`src/rtl/wifi_intlv_pkg.sv`:
```
// Shared definitions for the WIFI_TX block interleaver: mode encoding and
// the counter width helper.
package wifi_intlv_pkg;

    localparam logic MODE_INTLV   = 1'b0;
    localparam logic MODE_DEINTLV = 1'b1;

    // Never returns less than 1 so that degenerate dimensions still get a real counter.
    function automatic int clog2(input int value);
        int w;
        w = 1;
        while ((32'sd1 <<< w) < value) begin
            w = w + 1;
        end
        return w;
    endfunction

endpackage

```
`src/rtl/intlv_addr_gen.sv`:
```
// Row/column address walker over an N_ROWS x N_COLS block, traversed either
// row-major (column fastest) or column-major (row fastest).
module intlv_addr_gen
    import wifi_intlv_pkg::*;
#(
    parameter int N_ROWS = 3,
    parameter int N_COLS = 16,
    localparam int RW = clog2(N_ROWS),
    localparam int CW = clog2(N_COLS),
    localparam int AW = clog2(N_ROWS * N_COLS)
) (
    input  logic          Clock,
    input  logic          Reset,
    input  logic          step,
    input  logic          col_major,
    output logic [RW-1:0] row,
    output logic [CW-1:0] col,
    output logic [AW-1:0] addr,
    output logic          last
);

    logic [RW-1:0] row_r;
    logic [CW-1:0] col_r;
    logic [RW-1:0] row_n_s;
    logic [CW-1:0] col_n_s;
    logic          row_end_s;
    logic          col_end_s;

    assign row_end_s = (row_r == RW'(N_ROWS - 1));
    assign col_end_s = (col_r == CW'(N_COLS - 1));
    assign last      = row_end_s && col_end_s;
    assign row       = row_r;
    assign col       = col_r;
    assign addr      = AW'(row_r) * AW'(N_COLS) + AW'(col_r);

    // Next position: wrap to the origin on the final element, otherwise step the fast index.
    always_comb begin
        row_n_s = row_r;
        col_n_s = col_r;
        if (step) begin
            if (last) begin
                row_n_s = {RW{1'b0}};
                col_n_s = {CW{1'b0}};
            end else if (col_major) begin
                if (row_end_s) begin
                    row_n_s = {RW{1'b0}};
                    col_n_s = col_r + CW'(1'b1);
                end else begin
                    row_n_s = row_r + RW'(1'b1);
                    col_n_s = col_r;
                end
            end else begin
                if (col_end_s) begin
                    col_n_s = {CW{1'b0}};
                    row_n_s = row_r + RW'(1'b1);
                end else begin
                    col_n_s = col_r + CW'(1'b1);
                    row_n_s = row_r;
                end
            end
        end else begin
            row_n_s = row_r;
            col_n_s = col_r;
        end
    end

    // Position registers.
    always_ff @(posedge Clock or posedge Reset) begin
        if (Reset) begin
            row_r <= {RW{1'b0}};
            col_r <= {CW{1'b0}};
        end else begin
            row_r <= row_n_s;
            col_r <= col_n_s;
        end
    end

endmodule

```
`src/rtl/intlv_pingpong.sv`:
```
// Double-buffered block interleaver/deinterleaver with per-block mode and
// valid/ready handshakes on both sides.
module intlv_pingpong
    import wifi_intlv_pkg::*;
#(
    parameter int N_COLS = 16,
    parameter int N_ROWS = 3,
    parameter int WIDTH  = 1
) (
    input  logic             Clock,
    input  logic             Reset,
    input  logic             mode,
    input  logic             in_valid,
    output logic             in_ready,
    input  logic [WIDTH-1:0] in_data,
    output logic             out_valid,
    input  logic             out_ready,
    output logic [WIDTH-1:0] out_data,
    output logic             out_last,
    output logic             out_mode
);

    localparam int N_BLK = N_ROWS * N_COLS;
    localparam int RW    = clog2(N_ROWS);
    localparam int CW    = clog2(N_COLS);
    localparam int AW    = clog2(N_BLK);

    logic [1:0]       full_r;
    logic             wb_r;
    logic             rb_r;
    logic [1:0]       mode_r;
    logic [WIDTH-1:0] mem_r [0:1][0:N_BLK-1];

    logic             wr_step_s, rd_step_s;
    logic             wr_first_s, wr_col_major_s, rd_col_major_s;
    logic [RW-1:0]    wr_row_s, rd_row_s;
    logic [CW-1:0]    wr_col_s, rd_col_s;
    logic [AW-1:0]    wr_addr_s, rd_addr_s;
    logic             wr_last_s, rd_last_s;
    logic [1:0]       set_mask_s, clr_mask_s;

    assign in_ready  = ~full_r[wb_r];
    assign out_valid = full_r[rb_r];
    assign wr_step_s = in_valid & in_ready;
    assign rd_step_s = out_valid & out_ready;

    // Element 0 walks with the live mode; the rest of the block follows the latched one.
    assign wr_first_s     = (wr_row_s == {RW{1'b0}}) && (wr_col_s == {CW{1'b0}});
    assign wr_col_major_s = wr_first_s ? (mode == MODE_DEINTLV) : (mode_r[wb_r] == MODE_DEINTLV);
    assign rd_col_major_s = (mode_r[rb_r] == MODE_INTLV);

    assign set_mask_s = (wr_step_s && wr_last_s) ? (wb_r ? 2'b10 : 2'b01) : 2'b00;
    assign clr_mask_s = (rd_step_s && rd_last_s) ? (rb_r ? 2'b10 : 2'b01) : 2'b00;

    intlv_addr_gen #(.N_ROWS(N_ROWS), .N_COLS(N_COLS)) u_wr_addr (
        .Clock     (Clock),
        .Reset     (Reset),
        .step      (wr_step_s),
        .col_major (wr_col_major_s),
        .row       (wr_row_s),
        .col       (wr_col_s),
        .addr      (wr_addr_s),
        .last      (wr_last_s)
    );

    intlv_addr_gen #(.N_ROWS(N_ROWS), .N_COLS(N_COLS)) u_rd_addr (
        .Clock     (Clock),
        .Reset     (Reset),
        .step      (rd_step_s),
        .col_major (rd_col_major_s),
        .row       (rd_row_s),
        .col       (rd_col_s),
        .addr      (rd_addr_s),
        .last      (rd_last_s)
    );

    // Bank ownership, full flags and per-bank mode.
    always_ff @(posedge Clock or posedge Reset) begin
        if (Reset) begin
            full_r <= 2'b00;
            wb_r   <= 1'b0;
            rb_r   <= 1'b0;
            mode_r <= 2'b00;
        end else begin
            full_r <= (full_r | set_mask_s) & ~clr_mask_s;
            if (wr_step_s && wr_last_s) begin
                wb_r <= ~wb_r;
            end
            if (rd_step_s && rd_last_s) begin
                rb_r <= ~rb_r;
            end
            if (wr_step_s && wr_first_s) begin
                mode_r[wb_r] <= mode;
            end
        end
    end

    // Bank storage; contents survive reset.
    always_ff @(posedge Clock) begin
        if (wr_step_s) begin
            mem_r[wb_r][wr_addr_s] <= in_data;
        end
    end

    // Output element, forced to zero while nothing is presented.
    always_comb begin
        out_data = {WIDTH{1'b0}};
        if (out_valid) begin
            out_data = mem_r[rb_r][rd_addr_s];
        end else begin
            out_data = {WIDTH{1'b0}};
        end
    end

    assign out_last = out_valid && (rd_row_s == RW'(N_ROWS - 1)) && (rd_col_s == CW'(N_COLS - 1));
    assign out_mode = out_valid & mode_r[rb_r];

endmodule

```
`config.mk`:
```
export PLATFORM = sky130hd
export DESIGN_NAME = intlv_pingpong
export DESIGN_NICKNAME = d
export VERILOG_FILES = /design/src/rtl/wifi_intlv_pkg.sv /design/src/rtl/intlv_addr_gen.sv /design/src/rtl/intlv_pingpong.sv
export SDC_FILE = /design/constraint.sdc
export NUM_CORES = 1
export LEC_CHECK = 0
export CAP_MARGIN = 30
export CORE_MARGIN = 4
export CORE_UTILIZATION = 50
export DETAILED_ROUTE_END_ITERATION = 12
export DONT_BUFFER_PORTS = 1
export PLACE_DENSITY_LB_ADDON = 0.1
export SLEW_MARGIN = 15
export SYNTH_ARGS = -nofsm -noshare
export SYNTH_HDL_FRONTEND = slang
export SYNTH_HIERARCHICAL = 1
export SYNTH_SLANG_ARGS = --single-unit
```
`constraint.sdc`:
```
create_clock -name Clock -period 4.1 [get_ports Clock]
set_input_delay 0.205 -clock Clock [delete_from_list [all_inputs] [get_ports Clock]]
set_output_delay 0.205 -clock Clock [all_outputs]
set_load 0.005 [all_outputs]
```
; ---- After elaboration in Yosys (flattened, before gate mapping)
; Memories as Yosys holds them, arrays and structs flattened.
; Cells that the tools add are included.
[word_totals]
reg_bits = 18
mem_bits_rw = 96
inputBits = 6
output_inout_bits = 5
elab_cells = 96
n_memories = 1
[classes]
n_addsub = 6
n_lt_le_gt_ge = 6
n_eq_ne = 6
n_mux = 40
bitwise_logic = 11
reduce_logical = 18
[memory_table]
columns = name, depth, word_bits, rd, rd_clocked_by_memory_dff, write_ports, line
row1 = mem_r, 2, 48, 1, 0, 1, intlv_pingpong.sv:32  ; logic [WIDTH-1:0] mem_r [0:1][0:N_BLK-1];
[op_table]
columns = operator, n
row1 = 2-to-1 mux 48 bit, 1
row2 = 2-to-1 mux 4 bit, 8
row3 = 2-to-1 mux 2 bit, 12
row4 = 2-to-1 mux 1 bit, 15
row5 = greater-or-equal comparator 7 bit (second input constant), 2
row6 = inverter 6 -> 7 bit, 2
row7 = adder 6 x 4 -> 6 bit, 2
row8 = logical AND 1 bit, 10
row9 = adder 4 x 1 -> 4 bit (second input constant), 2
row10 = equality test 4 bit (second input constant), 2
row11 = AND reduction 2 bit, 4
row12 = less-than comparator 7 x 1 -> 1 bit (second input constant), 1
row13 = binary-select mux 1 bit (select 6 bit), 1
row14 = demux 1 bit (select 6 bit), 1
row15 = nonzero test 3 bit, 2
row16 = adder 2 x 1 -> 2 bit (second input constant), 2
row17 = equality test 2 bit (second input constant), 2
row18 = zero test 4 bit, 1
row19 = less-than comparator 1 x 2 -> 1 bit (second input constant), 2
row20 = bitwise AND 1 bit, 3
row21 = != test 3 x 2 -> 1 bit (second input constant), 1
row22 = != test 3 bit (second input constant), 1
row23 = inverter 1 bit, 3
row24 = bitwise AND 2 bit, 1
row25 = 6 further kinds, 6

; ---- Depth between registers and ports, before layout
[depth]
ltp_word = 8
ltp_mapped = 7
ltp_nobuf = 6

; ---- Hierarchy
; The synthesis kept the hierarchy.
[modules_own_cells]
columns = mod, n_inst, cells_each, area_per_inst_um2
row1 = intlv_pingpong, 1, 334, 4633.2
row2 = intlv_addr_gen, 2, 36, 370.4

; ---- Least setup slack after synthesis
; OpenSTA, ideal clock, no wires.
[synth_path]
kind = register -> output
start = reg u_rd_addr.col_r[0] (netlist: u_rd_addr/col[0])
end = out out_data
arrival_time_ps = 1850
slack_ps = 2045
path_stages_with_launch = 8
path_cell_list = dfrtp_1 > buf_6 > buf_12 > mux2i_1 > mux4_2 > a311oi_1 > o311ai_1 > a31oi_1
[synth_between]
elab_chain_cells = 6
[synth_rtl]
columns = item, line
row1 = from (decl), intlv_addr_gen.sv:23  ; logic [CW-1:0] col_r;
row2 = from (signal assigned), intlv_addr_gen.sv:71  ; col_r <= {CW{1'b0}};
row3 = from (signal assigned), intlv_addr_gen.sv:74  ; col_r <= col_n_s;
row4 = adder 6 x 4 -> 6 bit, intlv_addr_gen.sv:34  ; assign addr = AW'(row_r) * AW'(N_COLS) + AW'(col_r);
row5 = inverter 6 -> 7 bit (implied by the code), intlv_pingpong.sv:109  ; out_data = mem_r[rb_r][rd_addr_s];
row6 = binary-select mux 1 bit (select 6 bit), intlv_pingpong.sv:109
row7 = 2-to-1 mux 1 bit (implied by the code) (2 in a row), intlv_pingpong.sv:109
row8 = 2-to-1 mux 1 bit, intlv_pingpong.sv:108  ; if (out_valid) begin
row9 = to (decl), intlv_pingpong.sv:18  ; output logic [WIDTH-1:0] out_data,
; Every way passes these cells. The select of a mux whose other input is x is not followed.

; ---- Final worst setup path
; Ends and elaborated chain as after synthesis.

==> results.json <==
{
  "power.density_nw_per_um2": 595,
  "worstHoldEndpoint": "mode_r[0]$_DFFE_PP0P_",
  "place_ws_ns": 1.58,
  "status": "complete, no violations",
  "synth_cell_types": 38,
  "drv_cap": 0,
  "required_ns": 3.89,
  "clkTransAtPathRegs_ns": 0.05,
  "synth-edff-count": 96,
  "end_kind": "output port",
  "fin_cells": 554,
  "drc": 0,
  "clk_latency_ns": 0.51,
  "yosysSeqAreaShare_pct": 62.0,
  "root_buffer": "clkbuf_8",
  "synthCells": 406,
  "first_pass_iters": 5,
  "slew_headroom_pct": 44.3,
  "vdd_drop_max_mv": 0.375,
  "setup_ws_ns": 1.11,
  "ctsResizeCount": 0,
  "post-route-min-period_ns": 2.99,
  "antenna_cells": 0,
  "die_y_um": 112,
  "hold_start": "in_valid",
  "syn_nets": 414,
  "finalWirelength_um": 11000,
  "reg2reg_from": "wb_r$_DFFE_PP0N_",
  "ios": 11,
  "yosys_warnings": 6,
  "cts_buffers": 17,
  "cts_tree": "yes",
  "place_area_um2": 5390,
  "fin_skew_ns": 0.00689,
  "r2r_slack_ns": 1.62,
  "dr.first_iter.drc_count": 244,
  "htree_levels": 4,
  "synth_area_um2": 5370,
  "hold_path_class": "in -> reg",
  "start_util_pct": 51.6,
  "async_reset_ff_share_pct": 15.8,
  "wire_per_inst_um": 19.9,
  "fin_area_um2": 5980,
  "overflow": 0,
  "r2r_end": "mem_r[1][26]$_DFFE_PP_",
  "finalCritPeriodShare_pct": 72.9,
  "critPathKind": "reg -> out",
  "grt_first_pass_wirelength_um": 17800,
  "ant_nets": 0,
  "max_freq_ghz": 0.335,
  "final_nets": 413,
  "crit_arrival_ns": 2.78,
  "hold_viol": 0,
  "maxSlewViolCount": 0,
  "grt_max_degree": 97,
  "areaGrowthSynthToFinish_pct": 11.3,
  "die_area_um2": 12500,
  "power_uw": 3560,
  "vias_per_cell": 5.68,
  "io_buffers": 0,
  "grt_pass1_vias": 3166,
  "p_leak_uw": 0.00197,
  "die_w_um": 112,
  "core-area_um2": 10400,
  "cts_sinks": 114,
  "critPathMaxFanout": 33,
  "vias": 3147,
  "ys_seq_elements": 114,
  "grtUsageTotal_pct": 19.1,
  "synth.avg_cell_area_um2": 13.2,
  "rsz0062_at_grt": "false",
  "setup_viol": 0,
  "clock_path_buffers": 2,
  "tightest_slew_ns": 0.836,
  "rows": 37,
  "drive_gt1_share_pct": 15.1,
  "gp_congestion": 0.714,
  "dp_hpwl_um": 6740,
  "tns_ns": 0,
  "dp.cells": 517,
  "startpoint_type": "register",
  "r2r_cells": 5,
  "whs_path_depth": 3,
  "yosys_most_used_dff": "edfxtp_1",
  "antenna_found_initial": 0
}
synthesized netlist by cell type (4+ instances only):
master / n / share of area (%)
nor2_1: 113 / 7.9
edfxtp_1: 96 / 54
nand2_1: 23 / 1.6
dfrtp_1: 18 / 8.4
mux2i_1: 16 / 3.0
mux4_2: 14 / 5.9
buf_4: 13 / 1.8
inv_1: 12 / 0.84
mux2_2: 12 / 2.5
nand3_1: 10 / 0.93
a21oi_1: 9 / 0.84
clkbuf_1: 9 / 0.63
mux4_1: 9 / 4.4
nor2b_1: 8 / 0.93
and2b_2: 4 / 0.65
sequential cells by signal (all words and copies together), names as in the netlist:
name	flops
u_wr_addr/row	2
u_rd_addr/row	2
u_wr_addr/col	4
rb_r	1
full_r	2
mode_r	2
mem_r	96
u_rd_addr/col	4
wb_r	1
kinds of logic after synthesis:
| family | synth area share [%] |
|---|---|
| and+or+nand+nor | 13.7 |
| adders and majority gates | 0.466 |
| muxes | 15.8 |
| xor gates and xnor gates | 0.489 |
| AOI/OAI and AO/OA | 3.33 |
| buffers and inverters | 4.21 |
| DFF | 62.0 |
what timing repair did:
action,in CTS,in global routing
hold endpoints to repair,119,0
buffers inserted,0,0
hold buffers,5,0
endpoints found under the setup margin,0,0
worst max-delay path by stage:
stage,start,to,slack (ns),cells after the start
after global routing,rb_r$_DFFE_PP0N_,out_data,0.85,6
after global placement,rb_r$_DFFE_PP0N_,out_data,1.62,6
final,u_rd_addr/col[0]$_DFFE_PP0P_,out_data,1.11,6
after detailed placement,rb_r$_DFFE_PP0N_,out_data,1.58,6
after floorplan,u_rd_addr/col[0]$_DFFE_PP0P_,out_data,2.04,7
after CTS,rb_r$_DFFE_PP0N_,out_data,1.02,6
stage by stage:
stage	hold slack, ns	util, %
after detailed placement	0.0283	51.7
after global routing	0.0849	57.4
after CTS	0.0630	57.4
after floorplan	-0.00404	-
after global placement	0.0241	51.7
final	0.0928	57.4
power breakdown:
part / total, µW / switching [µW] / internal [µW]
Combinational: 806 / 475 / 331
Clock: 1290 / 473 / 815
Sequential: 1460 / 130 / 1330
Total: 3560 / 1080 / 2480
worst max-delay path: stages (launching register included):
cell,delay (ns)
dfrtp_1,0.32
buf_4,0.46
mux2i_1,0.23
mux4_2,0.52
a311oi_1,0.35
o311ai_1,0.15
a31oi_1,0.24
placed cells by master, fill, tap and decap left out, types with 2 or more instances in the layout:
cell type / instances
edfxtp_1: 96
ha_1: 2
nand4_1: 3
buf_4: 3
a311oi_1: 2
a31oi_1: 2
dfrtp_1: 18
inv_1: 12
dlygate4sd3_1: 4
a21oi_1: 9
nor2b_1: 8
o21ai_0: 3
nor2_1: 113
nand2_1: 23
mux4_1: 9
a2111o_1: 2
nand2b_4: 2
mux2i_1: 16
clkinv_2: 4
mux2_2: 12
nand3_1: 10
a32o_1: 2
and3_1: 3
xnor2_1: 3
clkbuf_16: 16
clkbuf_1: 4
and2b_2: 4
o211ai_1: 2
mux4_2: 14
clkbuf_8: 6
layer usage:
layer / vias to the layer above / track usage, % / part of all wire, %
met5: - / 0 / 0
met4: 0 / 8.68 / 1.4
met3: 12 / 4.46 / 3.9
met2: 56 / 29.3 / 48
met1: 1598 / 26.0 / 47
li1: 1481 / - / -
final cells by class:
class | count | area (µm²)
Fill cell | 881 | 4430
Sequential cell | 114 | 3330
Multi-Input combinational cell | 252 | 1810
Clock buffer | 26 | 498
Tap cell | 136 | 170
Timing Repair Buffer | 8 | 90.1
Inverter | 12 | 45.0
Clock inverter | 6 | 31.3
Power figures use the tool's default switching activity.
